[src/rtl/imem_loadable_pkg.sv]
// Shared types and defaults for the loadable LEGv8 instruction memory.
package imem_pkg;

  typedef enum logic [1:0] {IMEM_EMPTY, IMEM_LOAD, IMEM_RUN} imem_state_t;

  localparam int IMEM_N_DEFAULT     = 32;
  localparam int IMEM_DEPTH_DEFAULT = 64;

endpackage

[src/rtl/imem_loadable_if.sv]
// Program-load stream and fetch read port of the loadable instruction memory.
interface imem_loadable_if #(
  parameter int N     = 32,
  parameter int DEPTH = 64,
  parameter int AW    = $clog2(DEPTH)
);

  logic          ld_start;
  logic          ld_valid;
  logic          ld_last;
  logic [N-1:0]  ld_data;
  logic          ld_ready;
  logic          rd_en;
  logic [AW-1:0] rd_addr;
  logic          rd_valid;
  logic [N-1:0]  rd_data;
  logic          rd_err;
  logic [AW:0]   prog_len;

  modport master (
    output ld_start, ld_valid, ld_last, ld_data, rd_en, rd_addr,
    input  ld_ready, rd_valid, rd_data, rd_err, prog_len
  );

  modport slave (
    input  ld_start, ld_valid, ld_last, ld_data, rd_en, rd_addr,
    output ld_ready, rd_valid, rd_data, rd_err, prog_len
  );

endinterface

[src/rtl/imem_loadable_ram.sv]
// Single-write, single-registered-read word array; contents are never reset.
module imem_ram #(
  parameter int N     = 32,
  parameter int DEPTH = 64,
  parameter int AW    = $clog2(DEPTH)
) (
  input  logic          clk_i,
  input  logic          we_i,
  input  logic [AW-1:0] waddr_i,
  input  logic [N-1:0]  wdata_i,
  input  logic          re_i,
  input  logic [AW-1:0] raddr_i,
  output logic [N-1:0]  rdata_o
);

  logic [N-1:0] mem_q [DEPTH];
  logic [N-1:0] rdata_q;

  always_ff @(posedge clk_i) begin
    if (we_i) begin
      mem_q[waddr_i] <= wdata_i;
    end
    if (re_i) begin
      rdata_q <= mem_q[raddr_i];
    end
  end

  assign rdata_o = rdata_q;

endmodule

[src/rtl/imem_loadable.sv]
// Run-time loadable instruction memory: load FSM, program length tracking and
// a one-cycle read whose data is forced to 0 whenever the address is not in the program.
module imem_loadable
  import imem_pkg::*;
#(
  parameter int N     = IMEM_N_DEFAULT,
  parameter int DEPTH = IMEM_DEPTH_DEFAULT,
  parameter int AW    = $clog2(DEPTH)
) (
  input  logic           clk_i,
  input  logic           rst_ni,
  imem_loadable_if.slave bus
);

  localparam logic [AW-1:0] LAST_ADDR = AW'(DEPTH - 1);

  imem_state_t   state_q, state_d;
  logic [AW-1:0] wptr_q, wptr_d;
  logic [AW:0]   prog_len_q, prog_len_d;
  logic          wr_en;
  logic          rd_hit;
  logic          rd_valid_q, rd_err_q;
  logic [N-1:0]  ram_rdata;

  always_ff @(posedge clk_i or negedge rst_ni) begin
    if (!rst_ni) begin
      state_q    <= IMEM_EMPTY;
      wptr_q     <= '0;
      prog_len_q <= '0;
    end else begin
      state_q    <= state_d;
      wptr_q     <= wptr_d;
      prog_len_q <= prog_len_d;
    end
  end

  // A start inside LOAD restarts the session and drops any word offered with it.
  always_comb begin
    state_d    = state_q;
    wptr_d     = wptr_q;
    prog_len_d = prog_len_q;
    wr_en      = 1'b0;
    case (state_q)
      IMEM_LOAD: begin
        if (bus.ld_start) begin
          wptr_d     = '0;
          prog_len_d = '0;
        end else if (bus.ld_valid) begin
          wr_en = 1'b1;
          if (bus.ld_last || (wptr_q == LAST_ADDR)) begin
            state_d    = IMEM_RUN;
            prog_len_d = {1'b0, wptr_q} + (AW+1)'(1);
          end else begin
            wptr_d = wptr_q + AW'(1);
          end
        end
      end
      IMEM_EMPTY, IMEM_RUN: begin
        if (bus.ld_start) begin
          state_d    = IMEM_LOAD;
          wptr_d     = '0;
          prog_len_d = '0;
        end
      end
      default: state_d = IMEM_EMPTY;
    endcase
  end

  // Judged on pre-edge state, so a read alongside ld_start still sees the old program.
  assign rd_hit = (state_q == IMEM_RUN) && ({1'b0, bus.rd_addr} < prog_len_q);

  always_ff @(posedge clk_i or negedge rst_ni) begin
    if (!rst_ni) begin
      rd_valid_q <= 1'b0;
      rd_err_q   <= 1'b0;
    end else begin
      rd_valid_q <= bus.rd_en;
      rd_err_q   <= bus.rd_en && !rd_hit;
    end
  end

  imem_ram #(
    .N     (N),
    .DEPTH (DEPTH),
    .AW    (AW)
  ) u_ram (
    .clk_i   (clk_i),
    .we_i    (wr_en),
    .waddr_i (wptr_q),
    .wdata_i (bus.ld_data),
    .re_i    (bus.rd_en && rd_hit),
    .raddr_i (bus.rd_addr),
    .rdata_o (ram_rdata)
  );

  assign bus.ld_ready = (state_q == IMEM_LOAD);
  assign bus.prog_len = prog_len_q;
  assign bus.rd_valid = rd_valid_q;
  assign bus.rd_err   = rd_err_q;
  assign bus.rd_data  = (rd_valid_q && !rd_err_q) ? ram_rdata : '0;

endmodule
[src/flat_wrapper.sv]
// flat-port wrapper written by rule: the top's interface ports become plain ports
module imem_loadable_flat import imem_pkg::*;
#(
  parameter int N     = IMEM_N_DEFAULT,
  parameter int DEPTH = IMEM_DEPTH_DEFAULT,
  parameter int AW    = $clog2(DEPTH)
)
  (clk_i, rst_ni, bus_ld_start, bus_ld_valid, bus_ld_last, bus_ld_data, bus_rd_en, bus_rd_addr, bus_ld_ready, bus_rd_valid, bus_rd_data, bus_rd_err, bus_prog_len);
  imem_loadable_if #(.N(N), .DEPTH(DEPTH), .AW(AW)) bus_i ();
  input  logic clk_i;
  input  logic rst_ni;
  input wire logic [$bits(bus_i.ld_start)-1:0] bus_ld_start;
  input wire logic [$bits(bus_i.ld_valid)-1:0] bus_ld_valid;
  input wire logic [$bits(bus_i.ld_last)-1:0] bus_ld_last;
  input wire logic [$bits(bus_i.ld_data)-1:0] bus_ld_data;
  input wire logic [$bits(bus_i.rd_en)-1:0] bus_rd_en;
  input wire logic [$bits(bus_i.rd_addr)-1:0] bus_rd_addr;
  output wire logic [$bits(bus_i.ld_ready)-1:0] bus_ld_ready;
  output wire logic [$bits(bus_i.rd_valid)-1:0] bus_rd_valid;
  output wire logic [$bits(bus_i.rd_data)-1:0] bus_rd_data;
  output wire logic [$bits(bus_i.rd_err)-1:0] bus_rd_err;
  output wire logic [$bits(bus_i.prog_len)-1:0] bus_prog_len;
  assign bus_i.ld_start = bus_ld_start;
  assign bus_i.ld_valid = bus_ld_valid;
  assign bus_i.ld_last = bus_ld_last;
  assign bus_i.ld_data = bus_ld_data;
  assign bus_i.rd_en = bus_rd_en;
  assign bus_i.rd_addr = bus_rd_addr;
  assign bus_ld_ready = bus_i.ld_ready;
  assign bus_rd_valid = bus_i.rd_valid;
  assign bus_rd_data = bus_i.rd_data;
  assign bus_rd_err = bus_i.rd_err;
  assign bus_prog_len = bus_i.prog_len;
  imem_loadable #(.N(N), .DEPTH(DEPTH), .AW(AW)) u_core (.clk_i(clk_i), .rst_ni(rst_ni), .bus(bus_i));
endmodule
[config.mk]
export PLATFORM = sky130hd
export DESIGN_NAME = imem_loadable_flat
export DESIGN_NICKNAME = d
export VERILOG_FILES = /design/src/rtl/imem_loadable_pkg.sv /design/src/rtl/imem_loadable_if.sv /design/src/rtl/imem_loadable_ram.sv /design/src/rtl/imem_loadable.sv /design/src/flat_wrapper.sv
export SDC_FILE = /design/constraint.sdc
export NUM_CORES = 2
export LEC_CHECK = 0
export BUFFER_PORTS_ARGS = -buffer_cell sky130_fd_sc_hd__buf_4
export CORE_ASPECT_RATIO = 0.9
export CORE_MARGIN = 1.5
export CORE_UTILIZATION = 60
export CTS_BUF_LIST = sky130_fd_sc_hd__clkbuf_8
export DETAILED_ROUTE_END_ITERATION = 6
export HOLD_SLACK_MARGIN = 0.05
export PLACE_DENSITY = 0.77
export SLEW_MARGIN = 5
export SYNTH_ARGS = -nofsm -noshare
export SYNTH_HDL_FRONTEND = slang
export SYNTH_SLANG_ARGS = --single-unit
[constraint.sdc]
create_clock -name clk_i -period 6.1 [get_ports clk_i]
set_input_delay 0.61 -clock clk_i [delete_from_list [all_inputs] [get_ports clk_i]]
set_output_delay 0.61 -clock clk_i [all_outputs]
set_load 0.005 [all_outputs]
# Word-level counts from Yosys, hierarchy flattened
# Memory sizes are Yosys's and may differ from the RTL's. A register that Yosys moved wholly into a read port is not among the register bits.
# Cells that the tools add are included.
[totals] in_bits=44 mem_count=1 latchBits=0 out_inout_bits=42 romBits=0 regBits=17 ram_bits=2048 wordCells=53
[mem_list] memory="u_core.u_ram.mem_q" words=64 word_bits=32 read_ports=1 rd_ports_with_merged_regs=1 wr=1 line_no="imem_loadable_ram.sv:16" source="logic [N-1:0] mem_q [DEPTH];"
[classes] muxes=21 bitwise_logic=0 n_shift=0 div_mod_pow=0 magnitude_cmp=1 n_reduce_logical=13 mul=0 n_addsub=2 n_eq_ne=10
[ops] operator="$mux 32" count=1
[ops] operator="$mux 7" count=4
[ops] operator="$mux 6" count=4
[ops] operator="$pmux 7 s2" count=1
[ops] operator="$pmux 6 s2" count=1
[ops] operator="$reduce_and 4->1" count=3
[ops] operator="$mux 2" count=4
[ops] operator="$add 6x1->7 const B" count=1
[ops] operator="$lt 6x7->1" count=1
[ops] operator="$add 6x1->6 const B" count=1
[ops] operator="$eq 6x6->1 const B" count=1
[ops] operator="$ne 2x2->1 const B" count=3
[ops] operator="$ne 3x3->1 const B" count=2
[ops] operator="$mux 1" count=5
[ops] operator="$logic_and 1x1->1" count=4
[ops] operator="$pmux 2 s2" count=1
[ops] operator="$ne 3x2->1 const B" count=1
[ops] operator="$eq 2x1->1 const B" count=1
[ops] operator="$eq 2x2->1 const B" count=1
[ops] operator="$logic_not 1->1" count=2
[ops] operator="$logic_not 2->1" count=1
[ops] operator="$ne 2x1->1 const B" count=1
[ops] operator="$reduce_bool 2->1" count=1
[ops] operator="$reduce_or 2->1" count=1
[ops] operator="$logic_or 1x1->1" count=1

# Longest topological paths before layout
[depth] ltp_word=6 depth_mapped=11

# By module
# Synthesis repeated with hierarchy kept, for this count alone.
[unflattened] hier_cells=3461 hier_area_um2=80079.3
[modules_own_cells] module="imem_ram" n_inst=1 area_per_inst_um2=78835.6 seq_area_each_um2=62459.9 cells_per_inst=3324
[modules_own_cells] module="imem_loadable" n_inst=1 area_per_inst_um2=1243.7 seq_area_each_um2=425.4 cells_per_inst=137

# Worst setup path after synthesis
# Ideal clock, no wire load.
[synth_path] path_type="input to register" from="input port bus_rd_addr[0]" to="register u_core.u_ram.rdata_q[0] (netlist: u_core.u_ram.rdata_o[0]), read port of u_core.u_ram.mem_q, enable pin" arrival_time_ns=4.095 path_stages=9 path_slack_ns=1.537 path_cell_list="buf_6 buf_6 buf_6 nand2b_1 a21o_1 a21o_1 a21oi_1 o31ai_1 nor3b_1"
[synth_between] elab_chain_cells=3
[synth_rtl] item="from (decl)" line_no="flat_wrapper.sv:17" source="input wire logic [$bits(bus_i.rd_addr)-1:0] bus_rd_addr;"
[synth_rtl] item="$lt 6x7->1" line_no="imem_loadable.sv:70" source="assign rd_hit = (state_q == IMEM_RUN) && ({1'b0, bus.rd_addr} < prog_len_q);"
[synth_rtl] item="$logic_and 1x1->1" line_no="imem_loadable.sv:70"
[synth_rtl] item="$logic_and 1x1->1" line_no="imem_loadable.sv:91" source=".re_i (bus.rd_en && rd_hit),"
[synth_rtl] item="named net u_core.u_ram.re_i" line_no="imem_loadable_ram.sv:11" source="input logic re_i,"
[synth_rtl] item="to (decl)" line_no="imem_loadable_ram.sv:17" source="logic [N-1:0] rdata_q;"
# The timed path passes the listed nets, and every way through them passes these cells.
# A chain may end at the register's enable or synchronous reset.

# Final worst setup path
[layout_path] from="register u_core.state_q[0]" to="memory u_core.u_ram.mem_q[31][22], enable pin"
[layout_between] elab_chain_cells=4
[layout_rtl] item="from (decl)" line_no="imem_loadable.sv:17" source="imem_state_t state_q, state_d;"
[layout_rtl] item="from (signal assigned)" line_no="imem_loadable.sv:31" source="state_q <= state_d;"
[layout_rtl] item="$eq 2x1->1" line_no="imem_loadable.sv:43" source="case (state_q)"
[layout_rtl] item="$mux 1" line_no="imem_loadable.sv:43"
[layout_rtl] item="$mux 1" line_no="imem_loadable_ram.sv:20" source="if (we_i) begin"
[layout_rtl] item="$mux 1 (implied by the code)" line_no="imem_loadable_ram.sv:21" source="mem_q[waddr_i] <= wdata_i;"
[layout_rtl] item="to (decl)" line_no="imem_loadable_ram.sv:16"
# Every way passes these cells.

==> results by stage <==
Clock tree:
- Clock-pin slew was measured on the worst setup and hold paths at about 0.06 ns.
- TritonCTS built the clock tree.
- The clock reaches the later pin of the worst-skew pair after 1.02 ns.
- The maximum level of the CTS H-tree is 5.
- The TritonCTS buffer count is approximately 330.
- The clock passes through at most 4 buffers.
- The post-CTS resize count is 0.
- The number of clock sinks seen by CTS is between 2,000 and 2,500.
- The root cell of the clock tree is clkbuf_8.

Global routing:
- For this run the aggregate overflow at the end of global routing stands at 0.
- The global-route wire length before repair is ~290,000 um.
- In the global route stage, overall resource usage came out at 0.301.
- The via count of the first global-routing pass came to 39,300.
- The number of antenna violations at the first check in global routing is 23.
- Entering global routing, the biggest net connects 111 pins.

Critical path:
- The internal reg-to-reg setup slack is around 2.2 ns.
- The worst-case reg-to-reg path depth is 5.
- STA classifies the critical path startpoint as a flop.
- The reg-to-reg startpoint is u_core.state_q[0].
- The arrival time of the worst setup path is 4.52 ns.
- The largest fanout of any net on the critical path is 17.
- Traced cell by cell, the critical path runs through nor2b_1 > and4b_1 > nand2_1 > nor2_4 > buf_4.
- The worst setup path is captured at a flop.
- The setup path with the least slack is of type reg2reg.
- For this run, the slowest stage of the critical path takes 0.96 ns.
- At the worst endpoint, the required time is between 6 and 7 ns.
- The worst register-to-register path ends at u_core.u_ram.mem_q[31][22].
- The slowest stage cell on the critical path is nor2_4.

Layout:
- The final non-filler cell total is roughly 5,800.
- The net count of the finished layout is 3,875.
- In the final layout, the share of cells above drive strength 1 is 0.282.
- The utilization after layout is 0.676.
- The area added between synthesis and finish is 11.2%.
- The layout has 7,860 filler cells.
- The top cell types in the final layout, fill and taps aside, are edfxtp_1 (2,080), mux4_2 (506), clkbuf_8 (336), buf_4 (156), mux2i_1 (109).
- Leaving out fill and tap cells, the most frequent cell in the layout is edfxtp_1.

Route:
- The number of iterations in the first detailed-routing pass is 6.
- The number of vias after detailed routing is 40,100.
- The number of remaining DRC errors is 0.
- The routed wirelength normalized by instance count is approximately 35 um.
- The violation count after the first detailed-route iteration is 5,973.
- Dividing the detail-routed via count by the number of cells gives 6.93.
- The remaining number of nets flagged by the antenna check after routing is 0.
- Wires add up to 202,000 um.

STA:
- Adding up every negative setup slack in the final design gives 0 ns.
- For the final database, setup skew stands at 0.0406 ns.
- The number of slew-limit violations in the final report came to 0.
- The number of setup violations in the final report is 0.
- Setup repair after global routing left no endpoint under its margin.
- The highest achievable clock rate is 259 MHz.
- The worst-margin pin slew is 1.26 ns.
- The shortest period the worst path allows is 3.86 ns.
- The final worst-path cycle share is 0.632.
- Across all setup checks in the final design, the least slack found is about 2.2 ns.
- The hold violation count in the final report is 0.
- The worst pin sits at a relative slew slack of 0.159.

Placement:
- The total of buffers placed on input and output ports is 85.
- At the end of routability-driven placement, the weighted congestion stood at about 0.9.
- The number of cells in the design after placement is ~5,200.
- The worst setup slack before clock tree synthesis is 1.81 ns.
- The HPWL after detailed placement is between 100,000 and 150,000 um.

Hold path:
- The depth of the worst hold-timing path is 5.
- The worst hold path class is in2reg.
- The terminating pin of the worst hold path is u_core.state_q[0].
- The worst hold path begins at bus_ld_valid.

Power:
- The total power density per cell area is 316 nW/um^2.
- For this design the static power due to leakage is approximately 28 nW.
- VDD sags by at most 250 uV.

Synth:
- The commonest register cell after synthesis is edfxtp_1.
- The share of synthesized area in the top cell type comes to 0.780.
- The number of synthesized flops with an enable pin is 2,080.
- The fraction of the yosys area taken by sequential cells is 0.785.
- The post-synthesis instance total is roughly 3,500.
- After synthesis, the netlist uses 46 different library cells.
- The complex-gate fraction of the synthesized area is 0.0269.
- Of the total synthesized cell area, the portion taken by full adders, half adders and majority gates is 0.000937.
- Yosys attributes the largest share of cell area to edfxtp_1 (78%), mux4_2 (14%), mux2i_1 (1.4%).
- The cell area that synthesis handed to floorplanning was roughly 80,000 sq um.
- Of the total synthesized cell area, the portion taken by AND, OR, NAND and NOR gates is 0.0167.
- The fraction of synthesized area in multiplexers is 0.157.
- The flip-flop and latch count after synthesis is 2,097.
- The dominant combinational cell family by area after synthesis is multiplexers.
- The share of the synthesized netlist area taken by xor and xnor gates is 0.000437.
- The proportion of register bits with asynchronous set or reset after synthesis is 0.00811.
- The leading area contributor after synthesis is edfxtp_1.
- The count of synthesis-stage warnings from yosys is 0.
- In this run the mean area of a mapped cell was approximately 23 sq um.
- The synthesized net count is 3,560.

Floorplan:
- The core area is about 130,000 sq um.
- between 80 and 90 I/O pins were placed.
- The die width is a little under 400 um.
- The floorplan step defined a die boundary enclosing between 100,000 and 150,000 sq um.
- The initial utilization of the core area, before any placement, comes to 0.608.
- The number of placement rows is roughly 130.
- In this run the vertical extent of the chip is 350 um.

Status:
- The run finished with clean final reports.

Flow run:
- Max-cap violations in this run came to 0.
==> power by group <==
group | switching, mW | leakage [nW] | internal [mW]
sequential | 0.0302 | 18.9 | 15.9
combinational | 1.01 | 6.01 | 0.503
clock | 5.26 | 3.31 | 5.47
==> Yosys cell counts (all sizes together), types with 19 or more instances <==
library cell,n
mux4,506
nor2,106
a221oi,53
o221ai,34
o22ai,44
a22o,31
clkbuf,78
nand2,37
buf,115
a21oi,60
edfxtp,2080
and2,37
mux2i,109
o21ai,52
nor3,22
nor2b,20
a211oi,19
nand2b,20
==> worst max-delay path: cells and delay by family, from the launching register on <==
kind / cells / cell delay (ns)
buffers and inverters: 1 / 0.48
flip-flops: 1 / 0.52
AND/OR/NAND/NOR: 4 / 2.50
==> kinds of logic (layout without fill, tap and decap cells) <==
group	count (synthesis)	after routing
buf+inv	199	743
fa+ha+maj	6	6
mux	621	621
other cells	0	5
xor+xnor	4	4
simple gates	273	273
compound gates	310	310
flops	2097	2097
==> sequential cells by signal, indices dropped and copies added, names as in the netlist <==
| register | cells |
|---|---|
| u_core.u_ram.mem_q | 2048 |
| u_core.u_ram.rdata_o | 32 |
| u_core.bus.prog_len | 7 |
| u_core.wptr_q | 6 |
| u_core.state_q | 2 |
| u_core.bus.rd_err | 1 |
| u_core.bus.rd_valid | 1 |
==> through the flow <==
stage	area (sq um)	total power, mW	hold WS [ns]
after CTS	89000	28.2	0.0945
after floorplan	80100	17.0	0.314
after global placement	83200	17.7	0.485
final	89000	28.2	0.154
after detailed placement	83200	17.7	0.491
after global routing	89000	28.9	0.153
==> worst max path at each step <==
| stage | startpoint | end | slack (ns) | cells after the start |
|---|---|---|---|---|
| floorplan | bus_rd_addr[0] | u_core.u_ram.rdata_o[0] | 1.54 | 9 |
| global placement | bus_rd_addr[0] | u_core.u_ram.rdata_o[24] | 1.78 | 7 |
| detailed placement | bus_rd_addr[0] | u_core.u_ram.rdata_o[24] | 1.81 | 7 |
| CTS | u_core.state_q[0] | u_core.u_ram.mem_q[63][22] | 2.32 | 5 |
| global route | u_core.state_q[0] | u_core.u_ram.mem_q[63][6] | 2.17 | 5 |
| finish | u_core.state_q[0] | u_core.u_ram.mem_q[31][22] | 2.24 | 5 |
==> metal layers <==
metal / vias to the layer above / GRT usage / wire [um]
met5: - / 0 / 62
met3: 464 / 0.0799 / 25800
met4: 10 / 0.124 / 8270
met1: 20900 / 0.423 / 73400
li1: 15600 / - / -
met2: 3107 / 0.455 / 94100
==> area by class of cell <==
class	count	area, sq um	share of cell area
diodes	5	12.5	0.000141
clock buffers	336	4620	0.0519
clock inverters	224	1150	0.0129
inverters	6	22.5	0.000253
multi-input cells	1214	16700	0.187
flip-flops and latches	2097	62900	0.706
well taps	1728	2160	0.0243
repair buffers	177	1530	0.0171
==> what timing repair did <==
action                     CTS  global route
hold endpoints to repair    26             0
buffers inserted             0             0
hold buffers                 5             0
setup endpoints to repair    0             0
Power figures use the tool's default switching activity.
